===== config.mk =====
export PLATFORM = sky130hd
export DESIGN_NAME = csa_seq_ctrl_flat
export DESIGN_NICKNAME = d
export VERILOG_FILES = /design/src/rtl/csa_seq_ctrl_if.sv /design/src/rtl/csa_seq_ctrl.sv /design/src/flat_wrapper.sv
export SDC_FILE = /design/constraint.sdc
export NUM_CORES = 1
export LEC_CHECK = 0
export CELL_PAD_IN_SITES_DETAIL_PLACEMENT = 2
export CELL_PAD_IN_SITES_GLOBAL_PLACEMENT = 2
export CORE_UTILIZATION = 28
export CTS_BUF_LIST = sky130_fd_sc_hd__clkbuf_4 sky130_fd_sc_hd__clkbuf_8
export DETAILED_ROUTE_END_ITERATION = 7
export PLACE_DENSITY = 0.9
export REMOVE_ABC_BUFFERS = 1
export SYNTH_ARGS = -nofsm -noshare
export SYNTH_HDL_FRONTEND = slang
export SYNTH_SLANG_ARGS = --single-unit

===== constraint.sdc =====
create_clock -name clk -period 2.4 [get_ports clk]
set_input_delay 0.48 -clock clk [delete_from_list [all_inputs] [get_ports clk]]
set_output_delay 0.48 -clock clk [all_outputs]
set_load 0.02 [all_outputs]

===== src/rtl/csa_seq_ctrl_if.sv =====
// Request/response bundle for csa_seq_ctrl: two requester channels and one tagged response channel.
interface csa_seq_ctrl_if #(
   parameter int unsigned NBYTES = 4
);
   localparam int unsigned W = 8 * NBYTES;

   logic         req0_valid;
   logic         req0_ready;
   logic [W-1:0] req0_a;
   logic [W-1:0] req0_b;
   logic         req0_cin;

   logic         req1_valid;
   logic         req1_ready;
   logic [W-1:0] req1_a;
   logic [W-1:0] req1_b;
   logic         req1_cin;

   logic         rsp_valid;
   logic         rsp_ready;
   logic         rsp_id;
   logic [W-1:0] rsp_sum;
   logic         rsp_cout;

   modport master (
      output req0_valid, req0_a, req0_b, req0_cin,
      input  req0_ready,
      output req1_valid, req1_a, req1_b, req1_cin,
      input  req1_ready,
      input  rsp_valid, rsp_id, rsp_sum, rsp_cout,
      output rsp_ready
   );

   modport slave (
      input  req0_valid, req0_a, req0_b, req0_cin,
      output req0_ready,
      input  req1_valid, req1_a, req1_b, req1_cin,
      output req1_ready,
      output rsp_valid, rsp_id, rsp_sum, rsp_cout,
      input  rsp_ready
   );
endinterface


===== src/rtl/csa_seq_ctrl.sv =====
// Multi-byte add sequencer: round-robin arbitrates two requesters and walks one shared
// 8-bit adder slice LSB first with a registered ripple carry between bytes.
module csa_seq_ctrl #(
   parameter int unsigned NBYTES = 4
) (
   input  logic       clk,
   input  logic       rst_n,
   csa_seq_ctrl_if.slave bus,
   output logic [7:0] add_x,
   output logic [7:0] add_y,
   output logic       add_cin,
   input  logic [7:0] add_sum,
   input  logic       add_cout
);

   localparam int unsigned W  = 8 * NBYTES;
   localparam int unsigned CW = (NBYTES > 1) ? $clog2(NBYTES) : 1;

   typedef enum logic [1:0] {StIdle, StRun, StDone} state_e;

   state_e        state_q;
   logic [W-1:0]  a_q, b_q, sum_q;
   logic [CW-1:0] cnt_q;
   logic          carry_q, id_q, cout_q, rsp_valid_q;
   logic          rr_q;  // 1: requester 1 wins a tie
   logic          grant0, grant1, last_byte;

   always_comb begin
      grant1 = bus.req1_valid & (~bus.req0_valid | rr_q);
      grant0 = bus.req0_valid & ~grant1;
   end

   assign bus.req0_ready = (state_q == StIdle) & grant0;
   assign bus.req1_ready = (state_q == StIdle) & grant1;
   assign bus.rsp_valid  = rsp_valid_q;
   assign bus.rsp_id     = id_q;
   assign bus.rsp_sum    = sum_q;
   assign bus.rsp_cout   = cout_q;

   assign last_byte = (cnt_q == CW'(NBYTES - 1));

   always_comb begin
      add_x   = '0;
      add_y   = '0;
      add_cin = 1'b0;
      if (state_q == StRun) begin
         add_cin = carry_q;
         for (int i = 0; i < NBYTES; i++) begin
            if (cnt_q == CW'(i)) begin
               add_x = a_q[8*i +: 8];
               add_y = b_q[8*i +: 8];
            end
         end
      end
   end

   always_ff @(posedge clk or negedge rst_n) begin
      if (!rst_n) begin
         state_q     <= StIdle;
         a_q         <= '0;
         b_q         <= '0;
         sum_q       <= '0;
         cnt_q       <= '0;
         carry_q     <= 1'b0;
         id_q        <= 1'b0;
         cout_q      <= 1'b0;
         rsp_valid_q <= 1'b0;
         rr_q        <= 1'b0;
      end else begin
         unique case (state_q)
            StIdle: begin
               if (grant0 | grant1) begin
                  a_q     <= grant1 ? bus.req1_a   : bus.req0_a;
                  b_q     <= grant1 ? bus.req1_b   : bus.req0_b;
                  carry_q <= grant1 ? bus.req1_cin : bus.req0_cin;
                  id_q    <= grant1;
                  rr_q    <= ~grant1;
                  cnt_q   <= '0;
                  state_q <= StRun;
               end
            end
            StRun: begin
               for (int i = 0; i < NBYTES; i++) begin
                  if (cnt_q == CW'(i)) sum_q[8*i +: 8] <= add_sum;
               end
               carry_q <= add_cout;
               if (last_byte) begin
                  cout_q      <= add_cout;
                  rsp_valid_q <= 1'b1;
                  state_q     <= StDone;
               end else begin
                  cnt_q <= cnt_q + 1'b1;
               end
            end
            StDone: begin
               if (bus.rsp_ready) begin
                  rsp_valid_q <= 1'b0;
                  state_q     <= StIdle;
               end
            end
            default: state_q <= StIdle;
         endcase
      end
   end

endmodule


===== src/flat_wrapper.sv =====
// flat-port wrapper written by rule: the top's interface ports become plain ports
module csa_seq_ctrl_flat 
#(
   parameter int unsigned NBYTES = 4
)
  (clk, rst_n, add_x, add_y, add_cin, add_sum, add_cout, bus_req0_valid, bus_req0_a, bus_req0_b, bus_req0_cin, bus_req0_ready, bus_req1_valid, bus_req1_a, bus_req1_b, bus_req1_cin, bus_req1_ready, bus_rsp_valid, bus_rsp_id, bus_rsp_sum, bus_rsp_cout, bus_rsp_ready);
  csa_seq_ctrl_if #(.NBYTES(NBYTES)) bus_i ();
  input  logic clk;
  input  logic rst_n;
  output logic [7:0] add_x;
  output logic [7:0] add_y;
  output logic add_cin;
  input  logic [7:0] add_sum;
  input  logic add_cout;
  input wire logic [$bits(bus_i.req0_valid)-1:0] bus_req0_valid;
  input wire logic [$bits(bus_i.req0_a)-1:0] bus_req0_a;
  input wire logic [$bits(bus_i.req0_b)-1:0] bus_req0_b;
  input wire logic [$bits(bus_i.req0_cin)-1:0] bus_req0_cin;
  output wire logic [$bits(bus_i.req0_ready)-1:0] bus_req0_ready;
  input wire logic [$bits(bus_i.req1_valid)-1:0] bus_req1_valid;
  input wire logic [$bits(bus_i.req1_a)-1:0] bus_req1_a;
  input wire logic [$bits(bus_i.req1_b)-1:0] bus_req1_b;
  input wire logic [$bits(bus_i.req1_cin)-1:0] bus_req1_cin;
  output wire logic [$bits(bus_i.req1_ready)-1:0] bus_req1_ready;
  output wire logic [$bits(bus_i.rsp_valid)-1:0] bus_rsp_valid;
  output wire logic [$bits(bus_i.rsp_id)-1:0] bus_rsp_id;
  output wire logic [$bits(bus_i.rsp_sum)-1:0] bus_rsp_sum;
  output wire logic [$bits(bus_i.rsp_cout)-1:0] bus_rsp_cout;
  input wire logic [$bits(bus_i.rsp_ready)-1:0] bus_rsp_ready;
  assign bus_i.req0_valid = bus_req0_valid;
  assign bus_i.req0_a = bus_req0_a;
  assign bus_i.req0_b = bus_req0_b;
  assign bus_i.req0_cin = bus_req0_cin;
  assign bus_req0_ready = bus_i.req0_ready;
  assign bus_i.req1_valid = bus_req1_valid;
  assign bus_i.req1_a = bus_req1_a;
  assign bus_i.req1_b = bus_req1_b;
  assign bus_i.req1_cin = bus_req1_cin;
  assign bus_req1_ready = bus_i.req1_ready;
  assign bus_rsp_valid = bus_i.rsp_valid;
  assign bus_rsp_id = bus_i.rsp_id;
  assign bus_rsp_sum = bus_i.rsp_sum;
  assign bus_rsp_cout = bus_i.rsp_cout;
  assign bus_i.rsp_ready = bus_rsp_ready;
  csa_seq_ctrl #(.NBYTES(NBYTES)) u_core (.clk(clk), .rst_n(rst_n), .bus(bus_i), .add_x(add_x), .add_y(add_y), .add_cin(add_cin), .add_sum(add_sum), .add_cout(add_cout));
endmodule

==> results.toml, run 1 <==
[cts]
cts_buffers = 9
cts.clk_slew.worst_paths_ns = 0.10
cts_tree = "done"
clock_tree.htree_level_count = 3
cts_hold_repair.buffers = 0
cts.root.buffer_cell = "clkbuf_8"
clockBufferDepth = 2
cts_num_sinks = 105
worstSkewPairLatency_ns = 0.38

[cells_and_area]
final_util_pct = 46.3
final_common_cell = "clkdlybuf4s50_1"
final_layout_size_suffix_gt1_share_pct = 25.3
insertedDiodeCount = 0
final_nets = 768
layout-area-overhead-vs-synth_pct = 61.0
layout.cells.non_filler = 849
most-common-layout-cells = "177 x clkdlybuf4s50_1, 105 x dfrtp_1, 58 x a21boi_0, 58 x a221o_1, 34 x mux2_2"

[power_and_ir_drop]
vdd_drop_max_v = 0.000576
total_power_mw = 11.1
leakagePower_nw = 3.21
pwr_density_cell_mw_per_mm2 = 1380

[logic_synthesis]
synth_simple_gate_area_share_pct = 3.24
synthAdderAreaFrac_pct = 1.01
synth_mux_area_share_pct = 7.70
synth-compound-area-share_pct = 31.1
synth.distinct_cells = 34
synth_area_mm2 = 0.00497
sequential_to_total_area_share_from_yosys_stat_pct = 52.8
parity_gate_share_of_the_synthesized_area_counting_xor_and_xnor_cells_pct = 0
ys_seq_elements = 105
synthCells = 411
syn_avg_cell_area_um2 = 12.1
synth_top_family_by_area = "compound AO/OA/AOI/OAI gates"
yosysWarnings = 0

[die]
dieWidth_um = 135
initial_utilization_pct = 28.8
total_i_o_pin_count = 198
dieArea_mm2 = 0.0183
chipHeight_um = 135
fp.coreArea_mm2 = 0.0173
std_cell_rows = 48

[detailed_routing]
vias_per_cell = 5.46
drt_drc_violations_left = 0
detail_route.wl_per_cell_um = 23.3
route.antenna.remaining_nets = 0
wl_met3_mm = 1.02
dr_total_vias = 4634
top_layer_used = "met4"
wl_mm = 19.8
first_iter_violations = 174
met2_length_mm = 10.4
dr.pass1.iters = 4
drt-met1-wl_mm = 7.95

[global_routing]
globalRouteTotalUtil_pct = 22.4
grt_start_max_net_pins = 67
number_of_antenna_violations_at_the_first_check_in_global_routing = 0
global_route_overflow = 0
grt_pass1_wl_mm = 30.7
vias_in_the_first_global_route = 5341

[sta]
max_slew.worst_pin.slew_ns = 0.706
final.min_clock_period_ns = 2.44
finalClockSkew_ns = 0.00697
max_clock_freq_ghz = 0.410
final.setup.tns_ns = -0.191
slew_violations = 0
slew_headroom_pct = 53.0
finalCritPeriodShare_pct = 102
timing_hold_violations_final = 0
post-route-worst-setup-slack_ns = -0.0390
finalSetupViolations = 7
worst_hold_slack_ns = 0.0225
rsz0062_at_grt = "yes"

[worst_setup_path]
setup.worst_path.start = "u_core.cnt_q[0]$_DFFE_PN0P_"
cp.required_ns = 1.92
critPathCaptureType = "primary output"
worst_r2r_path_depth = 4
worst_r2r_startpoint = "u_core.state_q[0]$_DFFE_PN0P_"
timing.critical_path.fanout_max = 5
worstSetupStartpointType = "flop"
worstPathArrival_ns = 1.96
timing_worst_setup_path_type = "flop to primary output"

[run]
maximum_capacitance_violations = 0

[place]
portBuffers = 197
dpl.cell_count = 826
place.gp.congestion = 0.805
place.detailed.hpwl_mm = 14.5

[worst_hold_path]
min-delay-path-class = "primary input to asynchronous set/reset pin"

[outcome]
outcome = "complete, but fails checks"
violations = "setup timing"
cell type report:
type | count | area [um^2]
inverter | 7 | 26.3
fill | 1712 | 9290
clock buffer | 11 | 145
timing repair buffer | 238 | 2430
sequential | 105 | 2630
tap | 225 | 282
multi-input combinational | 259 | 2480
clock inverter | 4 | 20.0
timing repair:
| item | 4_1_cts | 5_1_grt |
|---|---|---|
| pin swaps | 16 | 15 |
| gates resized for setup | 144 | 33 |
| endpoints found under the setup margin | 19 | 16 |
| buffers inserted | 6 | 2 |
path summary, 6_finish.rpt:
| check | endpoint | slack (ns) |
|---|---|---|
| hold / removal | u_core.b_q[29]$_DFFE_PN0P_ | 0.02 |
| min in group clk | u_core.bus.rsp_id$_DFFE_PN0P_ | 0.49 |
| hold reg to reg | u_core.bus.rsp_id$_DFFE_PN0P_ | 0.49 |
| setup / recovery | add_y[1] | -0.04 |
| setup reg to reg | u_core.a_q[6]$_DFFE_PN0P_ | 0.26 |
| max in group asynchronous | u_core.bus.rsp_sum[31]$_DFFE_PN0P_ | 1.57 |
state kept, by name, summed over array words and instances, names as in the netlist:
register	count
u_core.bus.rsp_sum	32
u_core.bus.rsp_valid	1
u_core.state_q	2
u_core.carry_q	1
u_core.a_q	32
u_core.rr_q	1
u_core.b_q	32
u_core.bus.rsp_id	1
u_core.cnt_q	2
u_core.bus.rsp_cout	1
layer usage:
metal,up-vias,GRT usage (%)
met5,-,0
met4,0,7.24
met3,24,4.56
met2,167,40.8
met1,2403,26.1
li1,2040,-
cells in the mapped netlist, drive strengths merged:
library cell / number / share of area (%)
dfrtp: 105 / 53
a21boi: 58 / 8.8
a221o: 58 / 12
mux2: 34 / 7.7
clkbuf: 23 / 1.8
o21ai: 23 / 2.3
buf: 17 / 1.9
a221oi: 16 / 2.8
o2bb2ai: 16 / 2.8
a21oi: 11 / 1.2
a31oi: 7 / 0.88
inv: 7 / 0.53
nand3: 7 / 0.70
nand2: 5 / 0.38
ha: 4 / 1.0
nor2b: 4 / 0.50
and2: 3 / 0.38
nor2: 2 / 0.15
or3b: 2 / 0.35
a21o: 1 / 0.15
a22o: 1 / 0.18
and3: 1 / 0.13
nand2b: 1 / 0.13
nor3b: 1 / 0.25
o211ai: 1 / 0.15
o31ai: 1 / 0.15
or2: 1 / 0.13
or4: 1 / 0.15
logic make-up (layout without fill, tap and decap cells):
| family | count (synthesis) | in the layout |
|---|---|---|
| AO/OA/AOI/OAI | 193 | 193 |
| adder cells (fa/ha/maj) | 4 | 4 |
| buffers and inverters | 47 | 260 |
| flip-flops | 105 | 105 |
| multiplexers | 34 | 34 |
| AND/OR/NAND/NOR | 28 | 28 |
power breakdown:
group / total [mW] / internal [mW] / switching [mW] / leakage, nW
registers: 3.32 / 2.66 / 0.663 / 1.27
logic: 6.73 / 3.39 / 3.34 / 1.85
clock network: 1.01 / 0.406 / 0.601 / 0.0921
metrics by stage:
stage / setup WS (ns) / area [um^2]
after detailed placement: -0.353 / 7410
after floorplan: -1.57 / 4790
after global placement: -0.380 / 7410
after CTS: -0.0376 / 7810
after global routing: -0.113 / 8010
final: -0.0390 / 8010
critical path: stages (launching register included):
cell and delay [ns]:
dfrtp_1 0.45, ha_2 0.22, nor3b_2 0.17, buf_6 0.20
buf_6 0.13, o21ai_2 0.06, o2bb2ai_1 0.18, buf_4 0.17
No activity file was read; power rests on OpenSTA's default activity.
==> inputs of run 2 (changes only) <==
==> constraint.sdc (replaced) <==
create_clock -name clk -period 2.4 [get_ports clk]
set_input_delay 0.36 -clock clk [delete_from_list [all_inputs] [get_ports clk]]
set_output_delay 0.36 -clock clk [all_outputs]
set_load 0.02 [all_outputs]
==> run 2 against run 1 <==
Net effect:
- the run now ends clean
- sequential power shrank 2%
- via count fell by 2.0%
- clock skew is 0.0030 ns higher
- core utilization shrank 2.1 points
- register-to-register slack better by 0.07 ns
- combinational power down 11%
- hold slack better by 0.45 ns
- cell count decreased by 1.3%
==> results.toml, run 2 (synthesis gave the netlist of run 1 again) <==
[cts]
worstSkewPairLatency_ns = 0.38
clockBufferDepth = 2
clock_tree.htree_level_count = 3
cts_num_sinks = 105
cts_buffers = 9
cts.root.buffer_cell = "clkbuf_8"
cts_tree = "done"
cts.clk_slew.worst_paths_ns = 0.10

[die]
initial_utilization_pct = 28.8
dieWidth_um = 135
fp.coreArea_mm2 = 0.0173
dieArea_mm2 = 0.0183
total_i_o_pin_count = 198
std_cell_rows = 48
chipHeight_um = 135

[sta]
final.min_clock_period_ns = 2.38
slew_headroom_pct = 53.9
worst_hold_slack_ns = 0.475
timing_hold_violations_final = 0
finalClockSkew_ns = 0.00999
finalCritPeriodShare_pct = 99.2
slew_violations = 0
post-route-worst-setup-slack_ns = 0.0189
rsz0062_at_grt = "yes"
finalSetupViolations = 0
max_slew.worst_pin.slew_ns = 0.692
max_clock_freq_ghz = 0.420

[place]
place.detailed.hpwl_mm = 14.3
place.gp.congestion = 0.794
preCtsSetupSlack_ns = -0.116
place_area_mm2 = 0.00730
portBuffers = 197

[detailed_routing]
dr.pass1.iters = 4
detail_route.wl_per_cell_um = 23.7
wl_mm = 19.9
dr_total_vias = 4540
first_iter_violations = 219
drt_drc_violations_left = 0
vias_per_cell = 5.42
route.antenna.remaining_nets = 0

[worst_setup_path]
cp.required_ns = 2.04
crit_end = "add_x[0]"
r2r_setup_slack_ns = 0.33
worst_r2r_startpoint = "u_core.state_q[1]$_DFFE_PN0P_"
worstSetupStartpointType = "flop"
timing.critical_path.fanout_max = 8
setup.worst_path.start = "u_core.cnt_q[0]$_DFFE_PN0P_"
critPathCaptureType = "primary output"
timing_worst_setup_path_type = "flop to primary output"
worstPathArrival_ns = 2.02
crit-reg2reg-capture = "u_core.b_q[4]$_DFFE_PN0P_"
worst_r2r_path_depth = 5

[global_routing]
number_of_antenna_violations_at_the_first_check_in_global_routing = 0
global_route_overflow = 0
globalRouteTotalUtil_pct = 22.2
grt_start_max_net_pins = 67
grt_pass1_wl_mm = 30.4
vias_in_the_first_global_route = 5237

[cells_and_area]
layout-area-overhead-vs-synth_pct = 53.5
final_nets = 759
most-common-layout-cells = "178 x clkdlybuf4s50_1, 105 x dfrtp_1, 58 x a21boi_0, 58 x a221o_1"
insertedDiodeCount = 0
final_common_cell = "clkdlybuf4s50_1"
final_util_pct = 44.1
final_layout_size_suffix_gt1_share_pct = 20.6
final_area_mm2 = 0.00764

[outcome]
outcome = "finished clean"

[run]
maximum_capacitance_violations = 0

[power_and_ir_drop]
pwr_density_cell_mw_per_mm2 = 1340
vdd_drop_max_v = 0.000492
total_power_mw = 10.2
leakagePower_nw = 3.09

[worst_hold_path]
min-delay-path-class = "primary input to asynchronous set/reset pin"
-- run 2: cell count changes in the layout (fill, tap and decap cells not counted), moves of 4 or more --
cell,previous run,this run
o2bb2ai_1,5,10
o21ai_2,10,0
o21ai_0,9,20
o2bb2ai_2,11,6
buf_12,11,3
buf_4,30,34
a221oi_2,9,16
a221oi_4,7,0
buf_6,17,6
-- run 2: per-layer routing --
layer	GRT usage [%]	up-vias	wire length, um
met1	26.3	2308	8110
li1	-	2024	-
met4	7.93	0	475
met3	4.45	31	910
met2	39.5	177	10400
met5	0	-	0
-- run 2: cell type report --
type	count	area [um^2]
fillers	1736	9660
flip-flops and latches	105	2630
multi-input cells	259	2310
repair buffers	229	2230
well taps	225	282
clock buffers	12	153
inverters	7	26.3
clock inverters	1	5.00
-- run 2: worst min path at each step --
stage / slack [ns] / to / from
2_1_floorplan: 0.06 / u_core.a_q[0]$_DFFE_PN0P_ / rst_n
4_1_cts: 0.47 / u_core.b_q[1]$_DFFE_PN0P_ / rst_n
5_1_grt: 0.51 / u_core.b_q[1]$_DFFE_PN0P_ / rst_n
3_5_place_dp: 0.34 / u_core.b_q[1]$_DFFE_PN0P_ / rst_n
6_report: 0.48 / u_core.b_q[1]$_DFFE_PN0P_ / rst_n
3_3_place_gp: 0.33 / u_core.b_q[25]$_DFFE_PN0P_ / rst_n
-- run 2: through the flow --
| stage | cells | setup TNS, ns |
|---|---|---|
| 2_1_floorplan | 371 | -91.19 |
| 3_3_place_gp | 819 | -0.138 |
| 3_5_place_dp | 819 | -1.63 |
| 4_1_cts | 836 | -0.167 |
| 5_1_grt | 838 | -0.0728 |
| 6_report | 838 | 0 |
-- run 2: critical path, stage by stage, from the launching register on --
cell	delay [ns]
dfrtp_1	0.43
buf_4	0.16
ha_2	0.22
buf_4	0.21
a221oi_2	0.36
o2bb2ai_2	0.10
buf_4	0.17
-- run 2: report_power, final --
group          total [mW]  switching (mW)  internal [mW]
sequential           3.26           0.604           2.66
combinational        5.97            3.10           2.88
clock                1.01           0.595          0.412
total                10.2            4.30           5.94
-- run 2: what timing repair did --
action | 4_1_cts | 5_1_grt
endpoints found under the setup margin | 17 | 17
setup buffers | 2 | 0
hold endpoints to repair | 29 | 0
pin swaps | 2 | 12
resized for setup | 79 | 41
cloned | 1 | 2
hold buffers | 1 | 0
==> inputs of run 3 (changes only) <==
--- a/config.mk
+++ b/config.mk
@@ -9,2 +9,3 @@
 export CELL_PAD_IN_SITES_GLOBAL_PLACEMENT = 2
+export CORE_MARGIN = 10
 export CORE_UTILIZATION = 28
--- a/constraint.sdc
+++ b/constraint.sdc
@@ -3,2 +3,2 @@
 set_output_delay 0.36 -clock clk [all_outputs]
-set_load 0.02 [all_outputs]
+set_load 0.01 [all_outputs]
==> run 3 against run 2 <==
Net effect:
- clock skew rose by 0.0028 ns
- clock-buffer cell count did not move
- cell area rose by 1.7%
- setup slack got worse by 0.0085 ns
- via count rose by 2.1%
- cell count rose by 1.6%
- combinational power fell by 3%
- sequential cell count did not move
- routed wire length rose by 12%
- largest cell class unchanged
==> results.toml, run 3 (synthesis gave the netlist of run 1 again) <==
[power_and_ir_drop]
switching_power_mw = 4.12
clock_power_share_pct = 10.6
comb_power_share_pct = 56.8
internal-power_mw = 6.10
netSwitchingFraction_pct = 40.3
leakagePower_nw = 3.14
total_power_mw = 10.2
seqPwrFrac_pct = 32.6
pwr_density_cell_mw_per_mm2 = 1320
vdd_drop_max_v = 0.000504

[global_routing]
globalRouteTotalUtil_pct = 17.8
number_of_antenna_violations_at_the_first_check_in_global_routing = 0
global_route_overflow = 0
grt_start_max_net_pins = 67
vias_in_the_first_global_route = 5493
grt_pass1_wl_mm = 33.4

[sta]
slew_violations = 0
final.min_clock_period_ns = 2.39
max_clock_freq_ghz = 0.418
finalSetupViolations = 0
slew_headroom_pct = 51.9
finalClockSkew_ns = 0.0128
max_slew.worst_pin.slew_ns = 0.721
timing_hold_violations_final = 0
worst_hold_slack_ns = 0.495
finalCritPeriodShare_pct = 99.6
rsz0062_at_grt = "yes"

[die]
dieArea_mm2 = 0.0235
chipHeight_um = 153
std_cell_rows = 48
total_i_o_pin_count = 198
fp.coreArea_mm2 = 0.0174
dieWidth_um = 153
initial_utilization_pct = 28.7

[worst_setup_path]
timing_worst_setup_path_type = "flop to primary output"
cp.required_ns = 2.04
timing.critical_path.fanout_max = 6
worstPathArrival_ns = 2.03
critPathCaptureType = "primary output"
worstSetupStartpointType = "flop"

[cts]
cts_num_sinks = 105
clock_tree.htree_level_count = 3
worstSkewPairLatency_ns = 0.39
cts.clk_slew.worst_paths_ns = 0.10
cts.root.buffer_cell = "clkbuf_8"
clockBufferDepth = 2
cts_buffers = 9
cts_tree = "done"

[cells_and_area]
final_nets = 769
insertedDiodeCount = 0
layout.cells.non_filler = 851
final_common_cell = "clkdlybuf4s50_1"
final_area_mm2 = 0.00776
layout-area-overhead-vs-synth_pct = 56.0
most-common-layout-cells = "179 x clkdlybuf4s50_1, 103 x dfrtp_1, 58 x a21boi_0, 58 x a221o_1, 34 x mux2_2"
final_util_pct = 44.7
final_layout_size_suffix_gt1_share_pct = 22.8
layout.filler_cells = 1717

[detailed_routing]
wl_mm = 22.1
dr.pass1.iters = 4
route.antenna.remaining_nets = 0
drt_drc_violations_left = 0
first_iter_violations = 215
dr_total_vias = 4634
detail_route.wl_per_cell_um = 26.0
vias_per_cell = 5.45

[run]
maximum_capacitance_violations = 0

[place]
place.gp.congestion = 0.765
place.detailed.hpwl_mm = 16.3
place_area_mm2 = 0.00731
dpl.cell_count = 821
portBuffers = 197

[worst_hold_path]
min-delay-path-class = "primary input to asynchronous set/reset pin"

[outcome]
outcome = "finished clean"
run 3: cell count changes in the layout (fill, tap and decap cells not counted), moves of 4 or more:
cell | before | now
buf_2 | 4 | 13
o21ai_2 | 0 | 5
o21ai_0 | 20 | 12
buf_6 | 6 | 10
buf_4 | 34 | 29
run 3: area by class of cell:
| cell class | instances | area [um^2] | share of cell area [%] |
|---|---|---|---|
| clock buffers | 12 | 159 | 2.05 |
| clock inverters | 4 | 26.3 | 0.338 |
| inverters | 7 | 26.3 | 0.338 |
| multi-input cells | 259 | 2330 | 30.0 |
| flip-flops and latches | 105 | 2630 | 33.9 |
| well taps | 225 | 282 | 3.63 |
| repair buffers | 239 | 2310 | 29.8 |
run 3: path summary, 6_finish.rpt:
path	startpoint	slack, ns	cells after the start	to
max	u_core.cnt_q[1]$_DFFE_PN0P_	0.01	9	add_x[6]
max in group asynchronous	rst_n	1.18	3	u_core.state_q[1]$_DFFE_PN0P_
min	rst_n	0.49	2	u_core.b_q[26]$_DFFE_PN0P_
max reg2reg	u_core.state_q[0]$_DFFE_PN0P_	0.37	5	u_core.a_q[2]$_DFFE_PN0P_
min reg2reg	u_core.bus.rsp_id$_DFFE_PN0P_	0.51	1	u_core.bus.rsp_id$_DFFE_PN0P_
min in group clk	u_core.bus.rsp_id$_DFFE_PN0P_	0.51	1	u_core.bus.rsp_id$_DFFE_PN0P_
run 3: worst max-delay path, cell delays in order (launching register included):
cell and delay, ns:
dfrtp_1 0.41, buf_6 0.13, ha_4 0.16, nor3b_4 0.19, buf_6 0.14, buf_6 0.13
buf_6 0.11, o21ai_2 0.06, o2bb2ai_1 0.14, buf_2 0.17
run 3: per-stage QoR:
stage                     TNS (ns)  setup WS (ns)
final                            0         0.0104
after global routing        -0.706        -0.0909
after CTS                   -0.349        -0.0867
after detailed placement     -5.03         -0.371
after global placement       -2.85         -0.199
after floorplan             -86.76          -1.39
run 3: what timing repair did:
| item | 4_1_cts | 5_1_grt |
|---|---|---|
| endpoints found under the hold margin | 34 | 0 |
| gates cloned | 1 | 0 |
| endpoints found under the setup margin | 17 | 16 |
| resized for setup | 76 | 47 |
| hold buffers | 1 | 0 |
| buffers inserted | 7 | 5 |
| pin swaps | 6 | 9 |
run 3: power groups by stage:
| stage | clock network (mW) | logic, mW | registers [mW] |
|---|---|---|---|
| after floorplan | 0 | 2.49 | 3.18 |
| after global placement | 0 | 5.00 | 3.17 |
| after detailed placement | 0 | 5.31 | 3.27 |
| after CTS | 1.11 | 5.47 | 3.26 |
| after global routing | 1.19 | 6.25 | 3.43 |
| final | 1.09 | 5.80 | 3.33 |
run 3: routing by layer:
layer	GRT usage [%]	routed length, um	vias to the layer above
met5	0	0	-
li1	-	-	2044
met1	20.7	8740	2385
met2	31.1	11400	183
met3	5.39	1640	22
met4	4.68	332	0
==> edit: new RTL, settings of run 3 <==
Encoding of `state_e`: now one-hot (3 bits for 3 states).
--- a/src/rtl/csa_seq_ctrl.sv
+++ b/src/rtl/csa_seq_ctrl.sv
@@ -16,7 +16,7 @@
    localparam int unsigned W  = 8 * NBYTES;
    localparam int unsigned CW = (NBYTES > 1) ? $clog2(NBYTES) : 1;
 
-   typedef enum logic [1:0] {StIdle, StRun, StDone} state_e;
+   typedef enum logic [2:0] {StIdle = 3'b001, StRun = 3'b010, StDone = 3'b100} state_e;
 
    state_e        state_q;
    logic [W-1:0]  a_q, b_q, sum_q;
Behaviour: no difference found for any inputs over 4 cycles, from zero or initial values and one cycle with rst_n low; so few cycles prove little.
==> edit against run 3 <==
The flow now finishes with violations (setup timing); power down 13%; setup slack worse by 0.089 ns; sequential cell count up 1; final area down 0.45%; synthesized cell count up 18%; sequential power down 6%; routed wire length up 1.1%; die area up 0.10%; global-route usage up 0.48 points; synthesized area up 0.13%; critical path type unchanged.
==> edit: results (changes against run 3) <==
Power
  • Peak supply drop: 0.406 mV (-19%)
  • Leak: 3.40 nW (+8.2%)
  • Pint: 5.34 mW (-13%)

STA
  • Worst Skew: 0.0114 ns (-0.00139 ns)
  • # setup viols final: 12 (+12)
  • Setup TNS: -0.552 ns (-0.552 ns)
  • Fin worst setup slack: -0.0789 ns (-0.0893 ns)

Route
  • Via Count: 4739 (+2.3%)
  • WL met3: 1550 µm (-5.6%)
  • WL met1: 8930 µm (+2.2%)
  • Metal2 WL: 11600 µm (+1.8%)
  • Drt wl/cell: 24.0 µm (-7.7%)

Global routing
  • Total Routing Usage GR: 18.3% (+0.48 points)
  • GRT met1 Usage: 20.3% (-0.37 points)
  • Vias in the first global route: 5591 (+1.8%)
  • Largest net degree at the start of global routing: 60 (-10%)
  • Met3 Use GR: 5.50% (+0.11 points)
  • First-pass GRT wire length: 34000 µm (+1.8%)

Run status
  • Failing checks: setup timing
  • Outcome: complete, but fails checks

Yosys
  • Post-synthesis cell count: 485 (+18%)
  • Most frequent cells after synthesis: nand2_1, dfrtp_1, a22oi_1
  • Seq/Total Area, Yosys: 53.3% (+0.46 points)
  • Complex-gate fraction of the synthesized area: 20.2% (-11 points)
  • Post-synth cell types: 33 (-2.9%)
  • Synth Area in Adders: 1.00% (-0.0013 points)
  • Mux share of post-synthesis cell area: 8.67% (+0.97 points)

Layout
  • Signal buffers: 240 (+0.42%)
  • Post-Layout Cell Count: 932 (+9.5%)
  • Layout cells sized above 1: 19.7% (-3.2 points)
  • Footprint of the multi-input gates: 2200 µm² (-5.7%)
  • Number of diodes: 1 (+1)
  • Clkbuf count: 9 (-3)
  • Count of non-CTS inverters in the layout: 20 (+13)

Placed design
  • Placed Area: 7330 µm² (+0.21%)
  • DP HPWL: 17000 µm (+4.0%)

Clock tree
  • Post-CTS sizing: 87 (+14%)

Floorplan
  • Die X: 153 µm (about the same)

Setup path
  • R2r setup slk: 0.24 ns (-0.13 ns)
  • FF-to-FF End: u_core.a_q[18]
==> edit: changes by cell type in the layout (fill, tap and decap cells not counted), moves of 15 or more <==
cell      delta
a221o_1     -58
nand2_1    +108
a21boi_0    -58
a211o_1     +15
a22oi_1     +60
==> edit: worst max-delay path by stage <==
stage | from | to | slack [ns]
4_1_cts | u_core.cnt_q[1] | add_x[0] | -0.14
5_1_grt | u_core.cnt_q[1] | add_x[0] | -0.19
2_1_floorplan | bus_req0_valid | u_core.cnt_q[0] | -1.68
6_report | u_core.cnt_q[1] | add_x[0] | -0.08
3_5_place_dp | u_core.cnt_q[0] | add_x[3] | -0.24
3_3_place_gp | u_core.cnt_q[0] | add_y[0] | -0.04
==> edit: power groups by stage <==
stage,Combinational [mW],Sequential (mW),Clock [mW]
2_1_floorplan,2.07,3.10,0
3_3_place_gp,4.02,3.07,0
3_5_place_dp,4.35,3.15,0
4_1_cts,4.61,3.13,1.13
5_1_grt,5.14,3.24,1.22
6_report,4.69,3.14,1.10
